`src/rtl/ez90_pkg.sv`:
```
// Shared eZ90 definitions used by the retirement controller.
package ez90_pkg;

    // Trap sequencer states; values are visible on the debug state port.
    typedef enum logic [1:0] {
        TS_IDLE     = 2'd0,
        TS_FLUSH    = 2'd1,
        TS_REDIRECT = 2'd2,
        TS_HALT     = 2'd3
    } ez90_trapseq_state_e;

    // Each vector slot is one 32-bit word, so the cause index is scaled by 4.
    localparam int EZ90_TRAP_VEC_SHIFT = 2;

    // Vectored redirect target: base plus the low six cause bits as a word
    // index. The add wraps modulo 2^32.
    function automatic logic [31:0] ez90_trap_vector(input logic [31:0] base,
                                                     input logic [5:0]  cause_idx);
        logic [31:0] offset;
        offset = {26'd0, cause_idx} << EZ90_TRAP_VEC_SHIFT;
        return base + offset;
    endfunction

endpackage

```
`src/rtl/trap_sequencer.sv`:
```
// Retirement controller for the eZ90 P7 core. Gates retirement into the
// commit stage, and sequences trap recovery: freeze, flush handshake with a
// timeout, then a vectored front-end redirect. Also provides a debug halt
// that stops retirement between instructions.
//
// Handshakes: flush_req stays high until flush_ack is seen, or until the
// drain counter expires. redirect_valid and redirect_pc stay stable until a
// cycle with redirect_ready high; the transfer completes on that edge.
module trap_sequencer
    import ez90_pkg::*;
#(
    parameter logic [31:0] VEC_BASE  = 32'h0000_0100,
    parameter int          DRAIN_MAX = 16
) (
    input  logic                clk,
    input  logic                rst_n,
    input  logic                commit_valid,
    input  logic                commit_has_trap,
    input  logic [31:0]         commit_trap_cause,
    input  logic [31:0]         commit_trap_epc,
    input  logic                halt_req,
    input  logic                flush_ack,
    input  logic                redirect_ready,
    output logic                retire_en,
    output logic                flush_req,
    output logic                redirect_valid,
    output logic [31:0]         redirect_pc,
    output logic [31:0]         epc_q,
    output logic [31:0]         cause_q,
    output logic [31:0]         trap_count,
    output logic                halted,
    output logic                drain_timeout,
    output ez90_trapseq_state_e dbg_state
);

    // The last drain-counter value before the flush is abandoned.
    localparam logic [7:0] DRAIN_LAST = 8'(DRAIN_MAX - 1);

    ez90_trapseq_state_e state_q;
    logic                retire_en_q;
    logic                flush_req_q;
    logic                redirect_valid_q;
    logic                halted_q;
    logic                drain_timeout_q;
    logic [31:0]         redirect_pc_q;
    logic [31:0]         trap_count_q;
    logic [7:0]          drain_q;

    logic [31:0]         trap_count_d;
    logic [7:0]          drain_d;
    logic [31:0]         redirect_pc_d;
    logic                trap_take;
    logic                drain_done;

    // Next values for the counters and the redirect target.
    always_comb begin
        trap_count_d  = (trap_count_q == 32'hFFFF_FFFF) ? trap_count_q : trap_count_q + 32'd1;
        drain_d       = drain_q + 8'd1;
        redirect_pc_d = ez90_trap_vector(VEC_BASE, cause_q[5:0]);
        trap_take     = commit_valid && commit_has_trap;
        drain_done    = (drain_q == DRAIN_LAST);
    end

    // Sequencer FSM; all outputs are registered alongside the state, so
    // retire_en has no combinational path from the commit stage.
    always_ff @(posedge clk or negedge rst_n) begin
        if (!rst_n) begin
            state_q          <= TS_IDLE;
            retire_en_q      <= 1'b1;
            flush_req_q      <= 1'b0;
            redirect_valid_q <= 1'b0;
            halted_q         <= 1'b0;
            drain_timeout_q  <= 1'b0;
            redirect_pc_q    <= 32'd0;
            epc_q            <= 32'd0;
            cause_q          <= 32'd0;
            trap_count_q     <= 32'd0;
            drain_q          <= 8'd0;
        end else begin
            case (state_q)
                TS_IDLE: begin
                    // A trap wins over a simultaneous halt request.
                    if (trap_take) begin
                        epc_q        <= commit_trap_epc;
                        cause_q      <= commit_trap_cause;
                        trap_count_q <= trap_count_d;
                        drain_q      <= 8'd0;
                        state_q      <= TS_FLUSH;
                        retire_en_q  <= 1'b0;
                        flush_req_q  <= 1'b1;
                    end else if (halt_req) begin
                        state_q     <= TS_HALT;
                        retire_en_q <= 1'b0;
                        halted_q    <= 1'b1;
                    end
                end
                TS_FLUSH: begin
                    drain_q <= drain_d;
                    // An ack on the expiry cycle still counts as a clean flush.
                    if (flush_ack || drain_done) begin
                        if (!flush_ack) begin
                            drain_timeout_q <= 1'b1;
                        end
                        state_q          <= TS_REDIRECT;
                        flush_req_q      <= 1'b0;
                        redirect_valid_q <= 1'b1;
                        redirect_pc_q    <= redirect_pc_d;
                    end
                end
                TS_REDIRECT: begin
                    if (redirect_ready) begin
                        state_q          <= TS_IDLE;
                        redirect_valid_q <= 1'b0;
                        retire_en_q      <= 1'b1;
                    end
                end
                TS_HALT: begin
                    if (!halt_req) begin
                        state_q     <= TS_IDLE;
                        halted_q    <= 1'b0;
                        retire_en_q <= 1'b1;
                    end
                end
                default: begin
                    state_q          <= TS_IDLE;
                    retire_en_q      <= 1'b1;
                    flush_req_q      <= 1'b0;
                    redirect_valid_q <= 1'b0;
                    halted_q         <= 1'b0;
                end
            endcase
        end
    end

    assign retire_en      = retire_en_q;
    assign flush_req      = flush_req_q;
    assign redirect_valid = redirect_valid_q;
    assign redirect_pc    = redirect_pc_q;
    assign trap_count     = trap_count_q;
    assign halted         = halted_q;
    assign drain_timeout  = drain_timeout_q;
    assign dbg_state      = state_q;

endmodule

```
`config.mk`:
```
export PLATFORM = sky130hd
export DESIGN_NAME = trap_sequencer
export DESIGN_NICKNAME = d
export VERILOG_FILES = /design/src/rtl/ez90_pkg.sv /design/src/rtl/trap_sequencer.sv
export SDC_FILE = /design/constraint.sdc
export NUM_CORES = 1
export LEC_CHECK = 0
export ABC_AREA = 1
export BUFFER_PORTS_ARGS = -buffer_cell sky130_fd_sc_hd__buf_2
export CORE_MARGIN = 3
export CORE_UTILIZATION = 45
export CTS_CLUSTER_DIAMETER = 200
export DETAILED_ROUTE_END_ITERATION = 10
export GPL_TIMING_DRIVEN = 1
export PLACE_DENSITY = 0.77
export RECOVER_POWER = 100
export REMOVE_ABC_BUFFERS = 1
export SYNTH_ARGS = -nofsm -noshare
export SYNTH_HDL_FRONTEND = slang
export SYNTH_SLANG_ARGS = --single-unit
```
`constraint.sdc`:
```
create_clock -name clk -period 1.96 [get_ports clk]
set_input_delay 0.196 -clock clk [delete_from_list [all_inputs] [get_ports clk]]
set_output_delay 0.196 -clock clk [all_outputs]
set_load 0.02 [all_outputs]
```
# Yosys cells after proc, flatten, opt, wreduce, memory -nomap -nowiden
# Index checks and enable logic that the tools add are counted.
[classes]
addsub = 3
eq_ne = 12
n_mux = 23
n_bitwise = 2
reduce_logical = 17
[op_table]
columns = ["cell", "count"]
rows = [
  ["$add A32 B1 Y32 const B", 1],
  ["$eq A32 B32 Y1 const B", 1],
  ["$pmux W8 S2", 1],
  ["$ne A2 B2 Y1 const B", 6],
  ["$reduce_and A3 Y1", 4],
  ["$reduce_and A4 Y1", 3],
  ["$mux W1", 11],
  ["$add A9 B8 Y10 const A", 1],
  ["$mux W2", 5],
  ["$add A8 B1 Y8 const B", 1],
  ["$eq A8 B4 Y1 const B", 1],
  ["$mux W8", 1],
  ["$pmux W2 S4", 1],
  ["$pmux W1 S2", 3],
  ["$reduce_and A2 Y1", 3],
  ["$reduce_bool A2 Y1", 3],
  ["$eq A2 B2 Y1 const B", 2],
  ["$ne A3 B3 Y1 const B", 1],
  ["$pmux W1 S3", 1],
  ["$reduce_bool A3 Y1", 1],
  ["$eq A2 B1 Y1 const B", 1],
  ["$logic_not A2 Y1", 1],
  ["$not A1 Y1", 2],
  ["$logic_and A1 B1 Y1", 1],
  ["$logic_or A1 B1 Y1", 1],
]
[word_totals]
ff_bits = 143

# Logic depth before layout (Yosys ltp)
[depth]
ltp_word = 4
mapped_depth = 11

# Least setup slack after synthesis
# No wires, ideal clock.
[synth_path]
path_kind = "register to register"
start = "reg trap_count_q[1], in the netlist trap_count[1]"
end = "reg trap_count_q[0], in the netlist trap_count[0]"
setup_ns = 0.117
t_arrival_ns = 1.604
slack_ns = 0.239
stages_incl_launch_ff = 12
period_less_slack_ns = 1.721
cell_sequence = "dfrtp_1 ha_1 inv_1 nor2_4 nand2_2 nor2_4 nand2_4 nand2_4 inv_1 buf_2 nand2_1 nand2_1"
[synth_between]
elab_chain_cells = 3
[synth_lines]
columns = ["item", "line", "source"]
rows = [
  ["start: declaration", "trap_sequencer.sv:46", "logic [31:0] trap_count_q;"],
  ["start signal: assignment", "trap_sequencer.sv:86", "trap_count_q <= trap_count_d;"],
  ["$eq A32 B32 Y1", "trap_sequencer.sv:57", "trap_count_d = (trap_count_q == 32'hFFFF_FFFF) ? trap_count_q : trap_count_q + 32'd1;"],
  ["$not A1 Y1 (no source line)", "--", ""],
  ["$reduce_and A3 Y1 (no source line)", "--", ""],
]
# No other way between the ends.
# A chain may end at the register's enable or synchronous reset.

# Worst setup path after layout
[layout_path]
start = "reg trap_count_q[0], in the netlist trap_count[0]"
end = "reg trap_count_q[1], in the netlist trap_count[1]"
[layout_between]
elab_chain_cells = 3
word_cells_on_any_way = 4
[layout_lines]
columns = ["item"]
rows = [
  ["parallel branches: the longest is 3 deep, another holds $add A32 B1 Y32"],
]
# Parallel ways; which one is timed is not known.

==> results.md <==
* Final Hold Vio Count at 0
* First-pass GRT wire length at 27.4 mm
* Flop pwr share at 36.7%
* Post-route DRC at 0
* Num CTS Buffers at 17
* Fmax at 0.544 GHz
* Maximum fanout along the worst path at 7
* # H-tree levels at 4
* Share of cells above drive strength 1 at 16.9%
* Sw Share at 39.5%
* Final setup fails at 0
* Via count at 5667
* Peak VDD IR at 0.000922 V
* CP Buf/Inv Count at 2
* Fillcell total at 1028
* Final Util at 65.2%
* Fin Hold WS at 0.0169 ns
* Synth warn at 0
* #FFs+latches synth at 118
* Crit. End Element: flip-flop
* Combinational share of power at 33.7%
* Yosys cell types at 35
* Hold Crit Class: input port to flip-flop
* Gr usage total at 24.4%
* CP Class: flip-flop to flip-flop
* CTS max path bufs at 2
* Top_reg_cell synth: dfrtp_1
* Violated checks: max-capacitance violations, max-slew violations
* Synthesized area per cell at 7.65 µm²
* Clock insertion delay at the later pin of the skew report at 0.41 ns
* RSZ-0062 raised after global routing: yes
* Post-Syn Area at 0.00573 mm²
* Initial Util at 46.9%
* Multi-input logic area at 0.00242 mm²
* Static Leak at 4.10 nW
* Number of global-route vias before repair at 5561
* R2R depth at 10
* Starting DRC count in detailed routing at 351
* Row count at 40
* Largest incremental delay on the critical path at 0.40 ns
* MaxCap Viol Count at 1
* NetSw at 4.13 mW
* Number of synthesized flops with an enable pin at 0
* Cells after Synth at 749
* Hold Crit Start: commit_trap_epc[9]
* Area of the core at 0.0122 mm²
* Slew margin rel. at -2.67%
* Largest net degree at the start of global routing at 66
* Final worst-path cycle share at 93.7%
* Hpwl dp at 10.7 mm
* Final min period at 1.84 ns
* Area grow syn2layout at 38.8%
* Max Transition Viols Final at 24
* Remaining antenna violation count at 0
* Layout Nets at 1080
* DRT Wirelength at 16.8 mm
* Total gr overflow at 0
* Crit start category: flip-flop
* Port Buffers at 180
* RePlAce Congestion at 0.906
* 1st-pass router iterations at 6
* WP depth at 10
* Status: complete, but fails checks
* Full die area at 0.0141 mm²
* Clock skew at 0.00767 ns
* Sequential fraction of the synthesis area at 51.5%
* Root Driver: clkbuf_16
* Die X at 119 µm
* # IOs at 206
* Crit-path slowest cell: dfrtp_1
* Seq. cell area at 0.00295 mm²
* Worst Setup SP: trap_count[0]
* Slew @ Worst Pin at 1.54 ns
* Wire per inst at 14.1 µm
* Crit path max-delay family: simple AND/OR/NAND/NOR gates
* Cells along the critical path: ha_1 > inv_1 > nor2_4 > nand2_2 > nor2_4 > nand2_4 > nand2_4 > clkinvlp_4 > nand2_1 > nand2_1
* CTS tree: done
* CP Data Required Time at 2.26 ns
* Die Ht at 119 µm
* Crit path arrival time at 2.14 ns
* Vias/cell at 4.75
* Clock sinks at 118
* Pwr/cell area at 1310 mW/mm²
* Clk slew on worst S/H paths at 0.05 ns
* Reg-to-Reg Start: trap_count[0]
* Int Power at 6.32 mW
* Asr flop ratio synth at 100%
* Clock power frac at 29.6%
* Hold Path Stages at 3
* Initial antenna violation count at 2
[synth_stat cells (4+ instances only)]
master	instances	area share [%]
nor2_2	4	0.44
nand3_1	28	2.4
xor2_1	8	1.2
o21ai_0	7	0.61
buf_2	11	0.96
dfrtp_1	117	51
nand2_1	400	26
inv_1	35	2.3
a31oi_1	5	0.55
nand4_1	7	0.76
nor2_1	57	3.7
xnor2_1	7	1.1
buf_4	26	3.4
[through the flow]
stage | total power, mW | TNS, ns | setup slack (ns) | std cells | instance area, µm²
after global routing | 11.1 | -0.425 | -0.0419 | 1190 | 7950
after floorplan | 5.95 | -115.50 | -1.60 | 727 | 5510
after CTS | 10.6 | 0 | 0.0229 | 1183 | 8010
final | 10.4 | 0 | 0.123 | 1192 | 7960
after detailed placement | 7.34 | -0.00776 | -0.00602 | 1089 | 6780
after global placement | 7.26 | 0 | 0.0608 | 1089 | 6780
[what timing repair did]
| action | CTS | global route |
|---|---|---|
| gates resized for setup | 2 | 5 |
| gates cloned | 1 | 2 |
| setup buffers | 0 | 3 |
| setup endpoints to repair | 15 | 34 |
| hold endpoints to repair | 83 | 0 |
| pin swaps | 0 | 1 |
| hold buffers | 61 | 0 |
[cell families (layout without fill, tap and decap cells)]
group	count (synthesis)	in the layout	synth area share, %
compound gates	20	20	2.05
xor+xnor	15	15	2.29
other cells	1	29	0.0654
flops	118	118	51.5
buf+inv	83	330	7.84
fa+ha+maj	2	2	0.437
simple gates	510	510	35.8
[area by class of cell]
class | instances | area share [%]
Tap cell | 168 | 2.64
Sequential cell | 118 | 37.1
Multi-Input combinational cell | 572 | 30.5
Clock inverter | 11 | 1.56
Inverter | 37 | 1.79
Timing Repair Buffer | 258 | 20.0
Antenna cell | 4 | 0.126
Timing Repair inverter | 3 | 0.283
Clock buffer | 21 | 6.04
[tightest hold or removal path: stages]
cell and delay [ns]:
buf_2 0.08, nand2_1 0.05, nand2_1 0.06
[final timing paths]
kind	endpoint	slack, ns
max	trap_count[1]	0.12
min	epc_q[9]	0.02
max reg2reg	trap_count[1]	0.12
min reg2reg	drain_timeout	0.45
max in group asynchronous	epc_q[29]	0.24
min in group asynchronous	trap_count[1]	0.70
[placed cells by master, fill, tap and decap left out, types with 8 or more instances in the layout]
master / n
nand2_1: 401
dfrtp_1: 117
buf_2: 104
clkbuf_1: 77
dlygate4sd3_1: 61
nor2_1: 56
inv_1: 34
nand3_1: 28
conb_1: 25
clkbuf_16: 17
buf_4: 11
xor2_1: 8
[routing by layer]
layer	global-route usage (%)	part of all wire (%)	wire length, µm	vias up
li1	-	-	-	2783
met1	29.6	40	6660	2610
met2	40.9	50	8460	238
met3	6.22	7.3	1230	36
met4	11.1	2.5	421	0
met5	0	0	0	-
[power groups by stage]
stage               clock [mW]  sequential [mW]  combinational (mW)
floorplan                    0             4.79                1.16
global placement             0             3.79                3.46
detailed placement           0             3.81                3.53
CTS                       3.14             3.80                3.65
global route              3.28             3.94                3.87
finish                    3.09             3.83                3.52
[flip-flops by register name, summed over array words and instances, names as in the netlist]
| name | cells |
|---|---|
| redirect_valid | 1 |
| retire_en | 1 |
| epc_q | 32 |
| drain_q | 8 |
| redirect_pc | 7 |
| cause_q | 32 |
| drain_timeout | 1 |
| trap_count | 32 |
| halted | 1 |
| flush_req | 1 |
| dbg_state | 2 |
No activity file was read; power rests on OpenSTA's default activity.
